==> src/rtl/fetch_if.sv <==
// fetch_if: fetch-stage bus bundling the redirect/stall inputs, the instruction-memory
// handshake and the valid-qualified output to decode.
// master = fetch stage, slave = environment (decode, branch unit, memory).
interface fetch_if;
  logic        stall;
  logic        branch_taken;
  logic [15:0] branch_target;
  logic        imem_rd;
  logic [15:0] imem_addr;
  logic        imem_busy;
  logic        imem_done;
  logic [15:0] imem_data;
  logic [15:0] instruction;
  logic [15:0] PC_out;
  logic [15:0] next_PC_out;
  logic        valid;
  logic        halt;
  logic        err;
  modport master (
    input  stall, branch_taken, branch_target, imem_busy, imem_done, imem_data,
    output imem_rd, imem_addr, instruction, PC_out, next_PC_out, valid, halt, err
  );
  modport slave (
    output stall, branch_taken, branch_target, imem_busy, imem_done, imem_data,
    input  imem_rd, imem_addr, instruction, PC_out, next_PC_out, valid, halt, err
  );
endinterface

==> src/rtl/fetch.sv <==
// fetch: instruction-fetch stage with one outstanding memory read, one-entry skid buffer,
// redirect with late-data discard and HALT detection.
// Ports: clk, rst (sync, active high), f (fetch_if.master: stall/redirect in, imem handshake,
// instruction/PC_out/next_PC_out/valid/halt/err out).
// Optional: FETCH_ALIGN_CHK_EN enables odd-PC detection (sticky err, stage halts).
module fetch #(
  parameter logic [15:0] RESET_PC  = 16'h0000,
  parameter logic [15:0] NOP_INSTR = 16'h0800
) (
  input logic    clk,
  input logic    rst,
  fetch_if.master f
);
  typedef enum logic [1:0] {FETCH, WAIT, HOLD, HALTED} state_t;
  state_t state_q, state_d;
  logic [15:0] pc_q, pc_d, instr_q, instr_d, pc_out_q, pc_out_d;
  logic [15:0] skid_instr_q, skid_instr_d, skid_pc_q, skid_pc_d;
  logic valid_q, valid_d, discard_q, discard_d;
  logic free, misalign, lock, accept;
`ifdef FETCH_ALIGN_CHK_EN
  logic err_q, err_d;
  assign misalign = pc_q[0];
  assign lock = err_q;
  assign f.err = err_q;
  assign err_d = err_q | (state_q == FETCH && misalign && !f.branch_taken);
  always_ff @(posedge clk)
    if (rst) err_q <= 1'b0;
    else err_q <= err_d;
`else
  assign misalign = 1'b0;
  assign lock = 1'b0;
  assign f.err = 1'b0;
`endif
  assign free = !valid_q || !f.stall;
  assign f.imem_rd = state_q == FETCH && !misalign;
  assign f.imem_addr = pc_q;
  assign accept = f.imem_rd && !f.imem_busy;
  assign f.instruction = instr_q;
  assign f.PC_out = pc_out_q;
  assign f.next_PC_out = pc_out_q + 16'd2;
  assign f.valid = valid_q;
  assign f.halt = state_q == HALTED;
  always_comb begin
    state_d = state_q;
    pc_d = pc_q;
    instr_d = instr_q;
    pc_out_d = pc_out_q;
    skid_instr_d = skid_instr_q;
    skid_pc_d = skid_pc_q;
    valid_d = valid_q;
    discard_d = discard_q;
    if (valid_q && !f.stall) begin
      valid_d = 1'b0;
      instr_d = NOP_INSTR;
    end
    case (state_q)
      FETCH:
        if (misalign) begin
          state_d = HALTED;
          valid_d = 1'b0;
          instr_d = NOP_INSTR;
        end else if (!f.imem_busy) state_d = WAIT;
      WAIT:
        if (f.imem_done && discard_q) begin
          discard_d = 1'b0;
          state_d = FETCH;
        end else if (f.imem_done) begin
          pc_d = pc_q + 16'd2;
          if (free) begin
            instr_d = f.imem_data;
            pc_out_d = pc_q;
            valid_d = 1'b1;
            state_d = f.imem_data[15:11] == 5'd0 ? HALTED : FETCH;
          end else begin
            skid_instr_d = f.imem_data;
            skid_pc_d = pc_q;
            state_d = HOLD;
          end
        end
      HOLD:
        if (!f.stall) begin
          instr_d = skid_instr_q;
          pc_out_d = skid_pc_q;
          valid_d = 1'b1;
          state_d = skid_instr_q[15:11] == 5'd0 ? HALTED : FETCH;
        end
      default: ;
    endcase
    // A request the memory has taken (still in flight, or accepted on this very edge)
    // must have its data dropped before a new request may go out.
    if (f.branch_taken && !lock) begin
      pc_d = f.branch_target;
      valid_d = 1'b0;
      instr_d = NOP_INSTR;
      skid_instr_d = NOP_INSTR;
      skid_pc_d = RESET_PC;
      if ((state_q == WAIT && !f.imem_done) || accept) begin
        discard_d = 1'b1;
        state_d = WAIT;
      end else begin
        discard_d = 1'b0;
        state_d = FETCH;
      end
    end
  end
  always_ff @(posedge clk)
    if (rst) begin
      state_q <= FETCH;
      pc_q <= RESET_PC;
      instr_q <= NOP_INSTR;
      pc_out_q <= RESET_PC;
      skid_instr_q <= NOP_INSTR;
      skid_pc_q <= RESET_PC;
      valid_q <= 1'b0;
      discard_q <= 1'b0;
    end else begin
      state_q <= state_d;
      pc_q <= pc_d;
      instr_q <= instr_d;
      pc_out_q <= pc_out_d;
      skid_instr_q <= skid_instr_d;
      skid_pc_q <= skid_pc_d;
      valid_q <= valid_d;
      discard_q <= discard_d;
    end
endmodule

==> src/flat_wrapper.sv <==
// flat-port wrapper written by rule: the top's interface ports become plain ports
module fetch_flat 
#(
  parameter logic [15:0] RESET_PC  = 16'h0000,
  parameter logic [15:0] NOP_INSTR = 16'h0800
)
  (clk, rst, f_stall, f_branch_taken, f_branch_target, f_imem_busy, f_imem_done, f_imem_data, f_imem_rd, f_imem_addr, f_instruction, f_PC_out, f_next_PC_out, f_valid, f_halt, f_err);
  fetch_if f_i ();
  input logic clk;
  input logic rst;
  input wire logic [$bits(f_i.stall)-1:0] f_stall;
  input wire logic [$bits(f_i.branch_taken)-1:0] f_branch_taken;
  input wire logic [$bits(f_i.branch_target)-1:0] f_branch_target;
  input wire logic [$bits(f_i.imem_busy)-1:0] f_imem_busy;
  input wire logic [$bits(f_i.imem_done)-1:0] f_imem_done;
  input wire logic [$bits(f_i.imem_data)-1:0] f_imem_data;
  output wire logic [$bits(f_i.imem_rd)-1:0] f_imem_rd;
  output wire logic [$bits(f_i.imem_addr)-1:0] f_imem_addr;
  output wire logic [$bits(f_i.instruction)-1:0] f_instruction;
  output wire logic [$bits(f_i.PC_out)-1:0] f_PC_out;
  output wire logic [$bits(f_i.next_PC_out)-1:0] f_next_PC_out;
  output wire logic [$bits(f_i.valid)-1:0] f_valid;
  output wire logic [$bits(f_i.halt)-1:0] f_halt;
  output wire logic [$bits(f_i.err)-1:0] f_err;
  assign f_i.stall = f_stall;
  assign f_i.branch_taken = f_branch_taken;
  assign f_i.branch_target = f_branch_target;
  assign f_i.imem_busy = f_imem_busy;
  assign f_i.imem_done = f_imem_done;
  assign f_i.imem_data = f_imem_data;
  assign f_imem_rd = f_i.imem_rd;
  assign f_imem_addr = f_i.imem_addr;
  assign f_instruction = f_i.instruction;
  assign f_PC_out = f_i.PC_out;
  assign f_next_PC_out = f_i.next_PC_out;
  assign f_valid = f_i.valid;
  assign f_halt = f_i.halt;
  assign f_err = f_i.err;
  fetch #(.RESET_PC(RESET_PC), .NOP_INSTR(NOP_INSTR)) u_core (.clk(clk), .rst(rst), .f(f_i));
endmodule
==> config.mk <==
export PLATFORM = sky130hd
export DESIGN_NAME = fetch_flat
export DESIGN_NICKNAME = d
export VERILOG_FILES = /design/src/rtl/fetch_if.sv /design/src/rtl/fetch.sv /design/src/flat_wrapper.sv
export SDC_FILE = /design/constraint.sdc
export NUM_CORES = 1
export LEC_CHECK = 0
export ABC_CLOCK_PERIOD_IN_PS = 2350
export BUFFER_PORTS_ARGS = -buffer_cell sky130_fd_sc_hd__buf_2
export CAP_MARGIN = 40
export CORE_UTILIZATION = 45
export CTS_CLUSTER_DIAMETER = 50
export DETAILED_ROUTE_END_ITERATION = 8
export GPL_TIMING_DRIVEN = 0
export PLACE_DENSITY = 0.69
export SYNTH_ARGS = -nofsm -noshare
export SYNTH_HDL_FRONTEND = slang
export SYNTH_SLANG_ARGS = --single-unit
==> constraint.sdc <==
create_clock -name clk -period 2.35 [get_ports clk]
set_input_delay 0.3525 -clock clk [delete_from_list [all_inputs] [get_ports clk]]
set_output_delay 0.3525 -clock clk [all_outputs]
set_load 0.05 [all_outputs]
# Word-level counts from Yosys, hierarchy flattened
# Cells that the tools add are included.
classes:
  eq_ne: 11
  muxes: 35
  n_bitwise: 2
  n_reduce_logical: 24
  add_sub_neg: 2
ops:
  columns: ["operator", "n"]
  rows:
  - ["two-way mux 16 bit", 13]
  - ["case mux 16 bit (2 select lines)", 2]
  - ["adder 16 x 2 -> 16 bit, second input constant", 2]
  - ["two-way mux 2 bit", 8]
  - ["zero test 5 bit", 2]
  - ["two-way mux 1 bit", 10]
  - ["!= test 2 bit, second input constant", 4]
  - ["AND reduction 4 bit", 2]
  - ["nonzero test 2 bit", 4]
  - ["!= test 3 bit, second input constant", 2]
  - ["case mux 2 bit (3 select lines)", 1]
  - ["AND reduction 5 bit", 1]
  - ["equality test 2 bit, second input constant", 2]
  - ["logical AND 1 bit", 4]
  - ["zero test 1 bit", 4]
  - ["!= test 4 x 3 -> 1 bit, second input constant", 1]
  - ["nonzero test 4 bit", 1]
  - ["AND reduction 3 bit", 1]
  - ["equality test 2 x 1 -> 1 bit, second input constant", 1]
  - ["zero test 2 bit", 1]
  - ["logical OR 1 bit", 2]
  - ["!= test 2 x 1 -> 1 bit, second input constant", 1]
  - ["inverter 1 bit", 2]
  - ["case mux 1 bit (2 select lines)", 1]
  - ["2 further kinds", 2]
word_totals:
  ff_bits: 84
  wordCells: 82

# Depth between registers and ports, before layout
# Gate-level depths: netlist of run 1.
logic_depth:
  depth_word: 7
  depth_mapped: 9
  depth_no_buf: 6

# Worst setup path before layout of run 1
# OpenSTA, ideal clock, no wires.
synth_timing:
  path_type: "register to output"
  from: "reg u_core.pc_out_q[1], in the netlist u_core.f.PC_out[1]"
  to: "out f_next_PC_out[11]"
  arrival_time_ns: 2.318
  n_path_buf: 0
  stages_incl_launch_ff: 6
  slack_ns: -0.321
  path_cell_list: "dfxtp_1 > ha_1 > nand3_1 > nor2_1 > nand4_1 > xnor2_1"
synth_between:
  elab_chain_cells: 1
synth_rtl:
  columns: ["item", "line", "source"]
  rows:
  - ["start: declaration", "fetch.sv:16", "logic [15:0] pc_q, pc_d, instr_q, instr_d, pc_out_q, pc_out_d;"]
  - ["start signal: assignment", "fetch.sv:120", "pc_out_q <= pc_out_d;"]
  - ["adder 16 x 2 -> 16 bit", "fetch.sv:40", "assign f.next_PC_out = pc_out_q + 16'd2;"]
  - ["end: declaration", "flat_wrapper.sv:21", "output wire logic [$bits(f_i.next_PC_out)-1:0] f_next_PC_out;"]
# Every way passes these cells.

# Worst setup path after layout of run 1
layout_timing:
  from: "reg u_core.pc_out_q[9], in the netlist u_core.f.PC_out[9]"
  to: "out f_next_PC_out[14]"
# The elaborated chain is that of the path after synthesis.

==> impl_metrics.ini, run 1 <==
[drt]
first_iter_violations = 258
wl_per_cell_um = 15.56
vias = 4607
drt_pass1_iterations = 5
routed_via_density = 5.524
drtAntennaViolNets = 0
drc = 0
routed_wl_mm = 12.97

[pwr]
finalPower_mw = 3.660
sequentialPowerShare_pct = 44.2
p_sw_mw = 1.368
leakagePower_nw = 2.169
intPower_mw = 2.292
peakVddDrop_uv = 298.1
power_frac_clock_pct = 27.2
power_frac_comb_pct = 28.6
powerDensity_nw_per_um2 = 664.0
p_sw_share_pct = 37.37

[synth]
synth_flop_cell = dfxtp_1
ys_seq_elements = 84
yosysWarnings = 0
postSynthAreaPerCell_um2 = 7.780
synth_cells = 587
synth_mux_area_share_pct = 7.671
yosys.area_share.simple_pct = 21.84
synth-seq-area-share_pct = 36.82
mappedNetlistArea_um2 = 4567
synth_fp_nets = 631
synth-edff-count = 0
synth_fa_ha_area_share_pct = 1.644
yosys.cell_types.count = 43
synth_top_family_by_area = simple AND/OR/NAND/NOR gates
synth_xor_area_share_pct = 4.411
synth-compound-area-share_pct = 20.79
ys_async_sr_fraction_pct = 0

[run]
maxCapViolCount = 0

[sta]
setup_tns_ns = 0
holdWs_ns = 0.2302
tightest_slew_ns = 0.6565
drv_slew = 0
period_share_pct = 93.96
period_minus_slack_ns = 2.208
relSlewSlack_pct = 56.07
finalSetupViolations = 0
rsz0062_at_grt = false
hold_violations = 0
max_freq_ghz = 0.4529
skew_ns = 0.009920

[clocking]
cts_tree = yes
ctsHtreeMaxLevel = 3
cts-root-buf = clkbuf_8
cts-hold-fix-buffers = 0
clockBufferDepth = 2
clock_latency_ns = 0.36
post-cts-setup-buffers = 0
cts_buffers = 9
cts_resized = 4
cts_num_sinks = 84
cts.clk_slew.worst_paths_ns = 0.08

[setup_path]
end_kind = output port
path_class = reg -> out
start_kind = flop
rr_worst_depth = 9
cp_data_required_time_ns = 2.00
worstPathArrival_ns = 1.86
cp_max_fo = 7
reg2reg_slack_ns = 0.23

[layout]
finalNetCount = 743
area_growth_pct = 20.69
drive_above_1_share_pct = 23.82
fill_cells = 997
final_util_pct = 56.13
insertedDiodeCount = 0

[global_route]
globalRoute.totalOverflow = 0
antenna_found_initial = 0
grt_pass1_vias = 4226
grt_pass1_wl_mm = 20.69
grt_use_total_pct = 25.45
grt_max_degree = 13

[placed_design]
io_buffers = 102
place_congestion = 0.8725
hpwl_mm = 9.615

[hold_path]
hold_depth = 3
hp-class = in -> reg

[floorplan]
num_io_pins = 106
die_area_um2 = 10560
start_util_pct = 46.51
die_y_um = 102.7
rows = 36
die_w_um = 102.7
coreArea_um2 = 9819

[status]
outcome = completed
-- cells in the final DEF, fill, tap and decap left out, types with 2 or more instances in the layout --
cell type  Yosys  layout
clkbuf_1      30      29
mux2_2        16      16
xnor2_1       14      10
buf_1          3       3
and2_1         3       3
nor3_1         3       3
a31oi_1       15      15
nor4_1         4       4
a211oi_1      40      40
mux2i_1       17      17
nor2b_1        4       4
inv_1         21      21
buf_2         15     114
dfxtp_2        0       2
nand4_1        8       8
dfxtp_1       84      82
xor2_2         0       2
nor2_1        40      39
xor2_1         9       7
a21oi_1       54      53
buf_4          4       7
clkbuf_8       0      10
o21ai_0       35      35
ha_1           6       6
and3_1        18      18
or2_2          2       2
xnor2_2        0       2
and4_1         3       3
a311oi_1       6       6
nand3_1       15      14
xnor2_4        0       2
nand2_1       95      95
or3_1          7       7
clkinv_2       0       2
nand2b_1       2       2
-- synth_stat cells, types with 2 or more instances --
master | count | area share, %
nor4_1 | 4 | 0.55
a31oi_1 | 15 | 2.1
nor3_1 | 3 | 0.33
a311oi_1 | 6 | 1.2
and4_1 | 3 | 0.58
nand3_1 | 15 | 1.6
or3_1 | 7 | 0.96
o21ai_0 | 35 | 3.8
clkbuf_1 | 30 | 2.5
buf_4 | 4 | 0.66
buf_1 | 3 | 0.25
mux2_2 | 16 | 3.9
ha_1 | 6 | 1.6
nor2b_1 | 4 | 0.55
a211oi_1 | 40 | 6.6
buf_2 | 15 | 1.6
xnor2_1 | 14 | 2.7
inv_1 | 21 | 1.7
nor2_1 | 40 | 3.3
mux2i_1 | 17 | 3.7
nand4_1 | 8 | 1.1
and2_1 | 3 | 0.41
or2_2 | 2 | 0.27
xor2_1 | 9 | 1.7
nand2b_1 | 2 | 0.27
dfxtp_1 | 84 | 37
and3_1 | 18 | 2.5
a21oi_1 | 54 | 5.9
nand2_1 | 95 | 7.8
-- registers in the layout, summed over array words and instances (netlist names) --
signal	cells
u_core.f.imem_addr	16
u_core.f.instruction	16
u_core.skid_instr_q	16
u_core.skid_pc_q	16
u_core.f.PC_out	16
u_core.f.valid	1
u_core.state_q	2
u_core.discard_q	1
-- per-stage QoR --
step	area (µm²)	setup WS [ns]	std cells
floorplan	4634	-0.04062	587
global placement	5311	0.2716	822
detailed placement	5311	0.1906	822
CTS	5499	0.02075	835
global route	5512	0.006755	834
finish	5512	0.1420	834
-- kinds of logic after synthesis --
kind of cell | count (synthesis)
simple gates | 210
flops | 84
other cells | 1
mux | 33
fa+ha+maj | 6
xor+xnor | 23
buf+inv | 73
compound gates | 157
-- layout make-up --
type                    instances  area, µm²  area share (%)
multi-input cells             430       2661           48.29
clock buffers                  10      137.6           2.497
repair buffers                102      518.0           9.398
plain buffers                  51      225.2           4.086
well taps                     133      166.4           3.019
inverters                      21      78.83           1.430
flip-flops and latches         84       1684           30.56
clock inverters                 3      40.04          0.7264
-- worst paths after layout --
check,from,to
worst min register to register,u_core.skid_pc_q[9],u_core.skid_pc_q[9]
worst min-delay path,f_branch_target[0],u_core.f.imem_addr[0]
worst max register to register,u_core.state_q[1],u_core.f.PC_out[0]
worst max-delay path,u_core.f.PC_out[9],f_next_PC_out[14]
-- power groups by stage --
stage | combinational (mW) | clock [mW] | sequential, mW
after CTS | 1.04 | 1.01 | 1.61
after global placement | 1.02 | 0 | 1.64
after global routing | 1.12 | 1.06 | 1.63
final | 1.05 | 0.995 | 1.62
after floorplan | 0.532 | 0 | 1.88
after detailed placement | 1.04 | 0 | 1.65
-- routing by layer --
layer | vias up | part of all wire (%) | global-route usage (%)
li1 | 2281 | - | -
met1 | 2161 | 48 | 36.75
met2 | 150 | 45 | 38.92
met3 | 15 | 5.6 | 3.932
met4 | 0 | 1.2 | 8.017
met5 | - | 0 | 0
-- worst max-delay path: stages (launching register included) --
cell	delay (ns)
dfxtp_1	0.48
and4_1	0.29
nand3_1	0.09
nor2_1	0.23
xor2_2	0.15
buf_2	0.27
(Power assumes the default switching activity.)
==> run 2: changes to the inputs <==
--- a/config.mk
+++ b/config.mk
@@ -8,11 +8,13 @@
 export ABC_CLOCK_PERIOD_IN_PS = 2350
 export BUFFER_PORTS_ARGS = -buffer_cell sky130_fd_sc_hd__buf_2
 export CAP_MARGIN = 40
+export CORE_ASPECT_RATIO = 1.4
 export CORE_UTILIZATION = 45
 export CTS_CLUSTER_DIAMETER = 50
 export DETAILED_ROUTE_END_ITERATION = 8
 export GPL_TIMING_DRIVEN = 0
 export PLACE_DENSITY = 0.69
+export SETUP_SLACK_MARGIN = 0.5
 export SYNTH_ARGS = -nofsm -noshare
 export SYNTH_HDL_FRONTEND = slang
 export SYNTH_SLANG_ARGS = --single-unit
==> impl_metrics.ini, run 2 (synthesis gave the netlist of run 1 again) <==
[status]
outcome = completed

[setup_path]
reg2reg_slack_ns = 0.48
end_kind = output port
path_class = reg -> out
path_delay_family = simple AND/OR/NAND/NOR gates
critPathLaunch = u_core.f.PC_out[1]
path_cells = ha_4 > nand3_4 > nor2_4 > nand4_1 > xnor2_4 > buf_6
r2r-start = u_core.state_q[0]
path_depth = 6
worstPathArrival_ns = 1.70
slowest_stage = dfxtp_4
cp_data_required_time_ns = 2.00
critPathMaxStageDelay_ns = 0.37
cp_max_fo = 4
start_kind = flop
path_buf_inv = 1
critPathCapture = f_next_PC_out[11]
rr_worst_depth = 7
reg2reg_to = u_core.state_q[0]

[floorplan]
die_y_um = 121.2
num_io_pins = 106
rows = 43
start_util_pct = 46.13
die_w_um = 87.14
coreArea_um2 = 9899
die_area_um2 = 10560

[global_route]
grt_pass1_vias = 4568
globalRoute.totalOverflow = 0
grt_max_degree = 15
antenna_found_initial = 0
grt_pass1_wl_mm = 22.14
grt_use_total_pct = 27.21

[drt]
drtAntennaViolNets = 0
routed_via_density = 5.596
wl_per_cell_um = 16.24
drt_pass1_iterations = 5
vias = 4913
first_iter_violations = 279
routed_wl_mm = 14.26
drc = 0

[pwr]
peakVddDrop_uv = 509.9
powerDensity_nw_per_um2 = 707.3
leakagePower_nw = 2.597

[sta]
hold_violations = 0
rsz0062_at_grt = true
period_minus_slack_ns = 2.052
finalSetupViolations = 0
drv_slew = 0
relSlewSlack_pct = 59.86
max_freq_ghz = 0.4873
setup_ws_ns = 0.2980
setup_tns_ns = 0
holdWs_ns = 0.2457
tightest_slew_ns = 0.6022
skew_ns = 0.008930
period_share_pct = 87.32

[clocking]
clock_latency_ns = 0.35
cts_tree = yes
cts_buffers = 9
cts-root-buf = clkbuf_16
ctsHtreeMaxLevel = 3
clockBufferDepth = 2
cts-hold-fix-buffers = 0
cts_num_sinks = 84
cts.clk_slew.worst_paths_ns = 0.07

[layout]
drive_above_1_share_pct = 36.20
final_util_pct = 65.43
final_common_cell = buf_2
insertedDiodeCount = 0
final_cell_mix = 99 x buf_2, 93 x nand2_1, 66 x dfxtp_1
area_growth_pct = 41.84
finalNetCount = 782

[placed_design]
preCtsSetupSlack_ns = 0.1558
io_buffers = 102
place_congestion = 0.8929
hpwl_mm = 9.804

[hold_path]
hp-class = in -> reg

[run]
maxCapViolCount = 0
==> run 2: cell types whose count changed in the layout (fill, tap and decap cells not counted), moves of 13 or more <==
cell     delta
buf_2      -15
buf_4      +33
buf_6      +17
dfxtp_1    -16
dfxtp_4    +13
==> run 2: through the flow <==
| step | power (mW) | instances | area, µm² |
|---|---|---|---|
| finish | 4.582 | 878 | 6477 |
| global placement | 2.712 | 824 | 5477 |
| CTS | 4.501 | 866 | 6243 |
| global route | 4.725 | 878 | 6477 |
| detailed placement | 2.729 | 824 | 5477 |
| floorplan | 2.464 | 587 | 4797 |
==> run 2: worst min-delay path by stage <==
stage	startpoint	to	slack (ns)	cells after the start
3_3_place_gp	u_core.skid_instr_q[2]	u_core.skid_instr_q[2]	0.44	2
5_1_grt	f_imem_data[3]	u_core.skid_instr_q[3]	0.26	3
6_report	f_branch_target[3]	u_core.f.imem_addr[3]	0.25	3
2_1_floorplan	u_core.skid_instr_q[0]	u_core.skid_instr_q[0]	0.43	2
4_1_cts	f_imem_data[6]	u_core.skid_instr_q[6]	0.25	3
3_5_place_dp	u_core.skid_pc_q[3]	u_core.skid_pc_q[3]	0.45	2
==> run 2: cell type report <==
class | instances | area [µm²]
buffer | 52 | 285.3
tap | 135 | 168.9
fill | 884 | 3422
timing repair buffer | 140 | 888.4
sequential | 84 | 1737
multi-input combinational | 430 | 2964
clock inverter | 6 | 111.4
clock buffer | 10 | 239.0
inverter | 21 | 83.83
==> run 2: what timing repair did <==
action | in CTS | in global routing
setup endpoints to repair | 71 | 65
resized for setup | 62 | 50
buffers inserted | 26 | 12
pin swaps | 15 | 18
==> run 2: layer usage <==
metal,up-vias,wire length (µm),share of wire (%),track usage [%]
met3,29,760,5.3,4.286
met5,-,0,0,0
met2,180,7755,54,51.23
met4,0,417,2.9,13.22
li1,2365,-,-,-
met1,2339,5323,37,28.78
==> run 2: tightest hold or removal path, delay by kind of cell <==
| kind | cells | cell delay (ns) |
|---|---|---|
| AOI/OAI and AO/OA | 1 | 0.05 |
| and+or+nand+nor | 1 | 0.05 |
| buffers and inverters | 1 | 0.09 |
==> run 2: report_power, final <==
part	leakage [nW]	switching (mW)	internal, mW
clock	0.169	0.598	1.07
sequential	0.695	0.115	1.51
combinational	1.73	0.838	0.450
==> run 3: changes to the inputs <==
--- a/config.mk
+++ b/config.mk
@@ -6,14 +6,14 @@
 export NUM_CORES = 1
 export LEC_CHECK = 0
 export ABC_CLOCK_PERIOD_IN_PS = 2350
-export BUFFER_PORTS_ARGS = -buffer_cell sky130_fd_sc_hd__buf_2
+export BUFFER_PORTS_ARGS = -buffer_cell sky130_fd_sc_hd__clkbuf_2
 export CAP_MARGIN = 40
 export CORE_ASPECT_RATIO = 1.4
-export CORE_UTILIZATION = 45
+export CORE_UTILIZATION = 54
 export CTS_CLUSTER_DIAMETER = 50
 export DETAILED_ROUTE_END_ITERATION = 8
 export GPL_TIMING_DRIVEN = 0
-export PLACE_DENSITY = 0.69
+export PLACE_DENSITY = 0.8
 export SETUP_SLACK_MARGIN = 0.5
 export SYNTH_ARGS = -nofsm -noshare
 export SYNTH_HDL_FRONTEND = slang
==> impl_metrics.ini, run 3 (synthesis gave the netlist of run 1 again) <==
[status]
outcome = completed

[global_route]
globalRoute.totalOverflow = 0
grt_pass1_vias = 4671
antenna_found_initial = 0
grt_max_degree = 14
grt_use_total_pct = 32.25
grt_pass1_wl_mm = 22.25

[drt]
drtAntennaViolNets = 0
drt_pass1_iterations = 5
vias = 4936
first_iter_violations = 393
routed_wl_mm = 14.49
wl_per_cell_um = 17.21
routed_via_density = 5.862
drc = 0

[setup_path]
reg2reg_slack_ns = 0.50
start_kind = flop
critPathLaunch = u_core.f.PC_out[2]
rr_worst_depth = 7
worstPathArrival_ns = 1.73
path_class = reg -> out
cp_data_required_time_ns = 2.00
cp_max_fo = 4
critPathCapture = f_next_PC_out[11]
r2r-start = u_core.state_q[0]
end_kind = output port
reg2reg_to = u_core.state_q[0]

[sta]
rsz0062_at_grt = true
hold_violations = 0
setup_tns_ns = 0
period_minus_slack_ns = 2.080
period_share_pct = 88.53
holdWs_ns = 0.2318
drv_slew = 0
tightest_slew_ns = 0.6650
skew_ns = 0.008168
max_freq_ghz = 0.4807
finalSetupViolations = 0
relSlewSlack_pct = 55.67

[placed_design]
io_buffers = 102
place_congestion = 0.9223
hpwl_mm = 9.613

[floorplan]
die_w_um = 79.72
die_y_um = 110.8
start_util_pct = 55.71
rows = 39
num_io_pins = 106
die_area_um2 = 8834
coreArea_um2 = 8198

[layout]
final_common_cell = clkbuf_2
area_growth_pct = 39.29
finalNetCount = 779
insertedDiodeCount = 0
final_util_pct = 77.59
drive_above_1_share_pct = 36.08
final_cell_mix = 96 x clkbuf_2, 95 x nand2_1, 65 x dfxtp_1

[clocking]
cts_num_sinks = 84
cts-hold-fix-buffers = 0
clockBufferDepth = 2
clock_latency_ns = 0.34
cts_tree = yes
cts-root-buf = clkbuf_16
ctsHtreeMaxLevel = 3
cts_buffers = 9
cts.clk_slew.worst_paths_ns = 0.06

[pwr]
leakagePower_nw = 2.518
finalPower_mw = 4.232
peakVddDrop_uv = 548.1
powerDensity_nw_per_um2 = 665.3

[hold_path]
hp-start = f_imem_data[2]
hp-class = in -> reg

[run]
maxCapViolCount = 0
==> run 3: worst min-delay path by stage <==
stage / slack [ns] / end / cells past startpoint
floorplan: 0.43 / u_core.skid_instr_q[0] / 2
global placement: 0.44 / u_core.skid_instr_q[1] / 2
detailed placement: 0.45 / u_core.skid_instr_q[8] / 2
global route: 0.25 / u_core.skid_instr_q[2] / 3
finish: 0.23 / u_core.skid_instr_q[2] / 3
CTS: 0.23 / u_core.skid_instr_q[2] / 3
==> run 3: report_power, final <==
part | internal [mW] | switching, mW | leakage, nW
logic | 0.455 | 0.851 | 1.70
clock network | 0.709 | 0.578 | 0.123
registers | 1.51 | 0.125 | 0.695
total | 2.68 | 1.55 | 2.52
==> run 3: stage by stage <==
stage | setup WS, ns | cells | instance area, µm²
after floorplan | 0.4675 | 587 | 4797
after global placement | 0.2279 | 791 | 5435
after detailed placement | 0.1568 | 791 | 5435
after CTS | 0.2755 | 832 | 6131
after global routing | 0.2143 | 842 | 6361
final | 0.2696 | 842 | 6361
==> run 3: repair_timing <==
item,CTS,global route
endpoints found under the setup margin,70,75
buffers inserted,25,10
pin swaps,16,15
hold endpoints to repair,0,0
resized for setup,63,54
==> run 3: layout make-up <==
class	instances	area, µm²
plain buffers	52	266.5
clock buffers	11	232.7
repair buffers	137	889.6
multi-input cells	430	2999
well taps	102	127.6
clock inverters	5	28.78
inverters	21	81.33
fillers	573	1837
flip-flops and latches	84	1735
==> run 3: layer usage <==
metal	global-route usage [%]	share of wire [%]	up-vias
met5	0	0	-
met1	35.39	37	2308
met4	16.36	3.7	0
met3	5.021	5.7	47
li1	-	-	2356
met2	58.06	53	225
==> run 3: worst max-delay path, stage by stage (launching register included) <==
cell	delay, ns
dfxtp_4	0.37
ha_4	0.15
nand3_4	0.08
nor2_4	0.15
nand4_1	0.24
xnor2_4	0.23
buf_8	0.16
